File: src/rtl/fragment_depth_fifo.sv
// fragment_depth_fifo: small synchronous FIFO holding depth-tested fragments
module fragment_depth_fifo #(
   parameter int WIDTH = 8,
   parameter int DEPTH = 4,
   localparam int AW = (DEPTH > 1) ? $clog2(DEPTH) : 1,
   localparam int CW = $clog2(DEPTH + 1)
)(
   input  logic             aclk,
   input  logic             reset,
   input  logic             push,
   input  logic [WIDTH-1:0] push_data,
   input  logic             pop,
   output logic [WIDTH-1:0] pop_data,
   output logic [CW-1:0]    count,
   output logic             empty
);

   logic [WIDTH-1:0] mem [DEPTH];
   logic [AW-1:0] rd_ptr, wr_ptr;
   logic do_push, do_pop;

   assign empty = count == '0;
   assign do_push = push && (count != CW'(DEPTH));
   assign do_pop = pop && !empty;
   assign pop_data = mem[rd_ptr];

   // storage array, no reset needed since occupancy gates what is visible
   always_ff @(posedge aclk) begin
      if (do_push) mem[wr_ptr] <= push_data;
   end

   // pointer and occupancy bookkeeping
   always_ff @(posedge aclk) begin
      if (reset) begin
         rd_ptr <= '0;
         wr_ptr <= '0;
         count <= '0;
      end else begin
         if (do_push) wr_ptr <= (wr_ptr == AW'(DEPTH - 1)) ? '0 : wr_ptr + 1'b1;
         if (do_pop) rd_ptr <= (rd_ptr == AW'(DEPTH - 1)) ? '0 : rd_ptr + 1'b1;
         count <= count + CW'(do_push) - CW'(do_pop);
      end
   end

endmodule

File: config.mk
export PLATFORM = sky130hd
export DESIGN_NAME = fragment_depth_fifo
export DESIGN_NICKNAME = d
export VERILOG_FILES = /design/src/rtl/fragment_depth_fifo.sv
export SDC_FILE = /design/constraint.sdc
export NUM_CORES = 1
export LEC_CHECK = 0
export ABC_AREA = 1
export BUFFER_PORTS_ARGS = -buffer_cell sky130_fd_sc_hd__buf_4
export CAP_MARGIN = 10
export CORE_AREA = 2 2 59 66
export CTS_CLUSTER_DIAMETER = 80
export DETAILED_ROUTE_END_ITERATION = 7
export DIE_AREA = 0 0 61 68
export HOLD_SLACK_MARGIN = 0.02
export PLACE_DENSITY = 0.72
export SKIP_CTS_REPAIR_TIMING = 1
export SLEW_MARGIN = 20
export SYNTH_ARGS = -nofsm -noshare
export SYNTH_HDL_FRONTEND = slang
export SYNTH_SLANG_ARGS = --single-unit
File: constraint.sdc
create_clock -name aclk -period 2 [get_ports aclk]
set_input_delay 0 -clock aclk [delete_from_list [all_inputs] [get_ports aclk]]
set_output_delay 0 -clock aclk [all_outputs]
set_load 0.02 [all_outputs]
==> metrics <==
relative slew slack=0.7893; slew at the pin closest to its max-slew limit=315.7 ps; routed wire length=3230 um; Initial DRC Count=34; post-route clock skew=5.405 ps; largest net degree at the start of global routing=17; row cnt=23; Tcrit/Tclk final=0.9769; Max Slew Vio Count=0; endpoints failing setup=0; cell count after synthesis=140; CTS tree=done; Seq cells post-synth=41; PwrDens=1323 mW/mm2; final instance area=0.002216 mm2; layout cells sized above 1=0.2963; die span in y=68 um; Area Overhead vs Synth=31.87%; initial antenna violation count=0; Syn Area/Cell=12.00 um2; dpl cells=218; Yosys cell types=20; Hold Vio Cnt, Final=0; DP HPWL=2086 um; Die Wd=61 um; Crit path arrival time=2140 ps; largest family of logic cells by synthesized area=simple AND/OR/NAND/NOR gates; hold_ws=28.57 ps; # DRC=0; worst min path class=in2reg; Antenna diodes=0; Leakage=0.0008953 uW; TritonCTS Buffers=5; GPL Wtd Cong=0.7232; max-cap violation count=0; clk buf depth=2; most frequent cells in the layout=buf_4, edfxtp_1, nor2_1, inv_1, o21ai_0; Core ar.=0.003540 mm2; Register Area=0.001147 mm2; EDFF count, synth=32; Post-Layout Cell Count=239; Worst Path Required=2190 ps; drt pass-1 iters=4; Synth Area in Adders=0.06404; global-route wire length before repair=4912 um; via count=1170; most common cell after layout, fill and taps aside=buf_4; clk_lat worst skew=290 ps; nets=208; Post-Place Worst Slack=-19.38 ps; sequential area share after synthesis=0.6791; f_max=0.5118 GHz; maximum VDD drop=0.0007638 V; fin crit period=1954 ps; area of the multi-input gates=488.0 um2; final setup TNS=0 ps; Syn Nets=160; grt total ovfl=0; Initial Util=0.4747; Critical Path Source Type=flop; critical path class=reg2reg; worst setup margin=46.29 ps; mean routed wirelength per cell=13.51 um; clock-pin slew on the worst setup and hold paths=70 ps; xor and xnor area share after synthesis=0.005212; vias per cell=4.895; post-synthesis compound-gate area fraction=0.09084; Mapped Area=0.001680 mm2; Die ar.=0.004148 mm2; RSZ-0062 raised after global routing=true; post-route ant nets=0; htree depth=2; vias in the first global route=1079; input/output buffers=23; DP Area=0.001957 mm2; Synth Area in Simple Gates=0.1139; status=completed; # fillers=264; Max FO, Critical Path=4; CP endpoint kind=flop; Top FF cell, synth=edfxtp_1; gr usage total=0.1691; root buf cell=clkbuf_8; asr flop ratio synth=0; clk sink count=41; IO Pins=24; yosys warns=0; post-synthesis mux area share=0
-- sequential cells by signal, indices dropped and copies added, names as in the netlist, named ones only --
name and count:
mem 32, count 3, rd_ptr 2, wr_ptr 2
-- worst paths after layout --
check                 start        end  slack [ps]  cells past startpoint
setup / recovery   count[1]   count[2]          50                     13
hold / removal          pop  rd_ptr[1]          30                      3
setup reg to reg   count[1]   count[2]          50                     13
hold reg to reg   rd_ptr[1]  rd_ptr[1]         540                      2
-- cells in the mapped netlist, types with 2 or more instances --
| cell type | count | share of area |
|---|---|---|
| o22ai_1 | 8 | 0.030 |
| nor2_1 | 30 | 0.067 |
| a21oi_1 | 3 | 0.0089 |
| buf_6 | 2 | 0.013 |
| nand2_1 | 9 | 0.020 |
| inv_1 | 14 | 0.031 |
| o21ai_2 | 2 | 0.010 |
| edfxtp_1 | 32 | 0.57 |
| nand3b_1 | 2 | 0.0089 |
| o21ai_1 | 2 | 0.0060 |
| dfxtp_1 | 9 | 0.11 |
| ha_1 | 7 | 0.052 |
| nor2_2 | 2 | 0.0074 |
| o21ai_0 | 12 | 0.036 |
-- area by class of cell --
type	instances	share of cell area
flip-flops and latches	41	0.5178
clock buffers	8	0.05025
multi-input cells	82	0.2202
repair buffers	43	0.1570
well taps	50	0.02823
inverters	15	0.02654
-- layer usage --
layer,vias up,routed length (um),GRT usage
li1,575,-,-
met1,559,1333,0.1980
met2,31,1707,0.2876
met3,5,143,0.05293
met4,0,44,0.06522
met5,-,0,0
-- worst max-delay path: stages (launching register included) --
cell	delay, ps
dfxtp_2	340
nor2_4	140
nand2_4	80
inv_4	50
nor2_1	30
ha_1	260
inv_1	60
ha_1	130
inv_1	50
fa_2	350
xor2_2	180
nand2_1	80
nand2_1	70
nor2_1	40
-- cell families (layout without fill, tap and decap cells) --
| group | count (synthesis) | in the layout |
|---|---|---|
| adder cells (fa/ha/maj) | 8 | 8 |
| flip-flops | 41 | 41 |
| buffers and inverters | 17 | 66 |
| AND/OR/NAND/NOR | 46 | 46 |
| AO/OA/AOI/OAI | 27 | 27 |
| XOR/XNOR | 1 | 1 |
-- through the flow --
step	total power, uW	utilization
2_1_floorplan	1821	-
3_3_place_gp	2161	0.5528
3_5_place_dp	2216	0.5528
4_1_cts	2828	0.5843
5_1_grt	3105	0.6260
6_report	2932	0.6260
-- report_power, final --
| group | internal (uW) | total (uW) | switching [uW] |
|---|---|---|---|
| logic | 489 | 1140 | 649 |
| registers | 1070 | 1170 | 100 |
| clock network | 356 | 625 | 269 |
| total | 1910 | 2930 | 1020 |
Note: power is estimated with default switching activity, not from simulation.
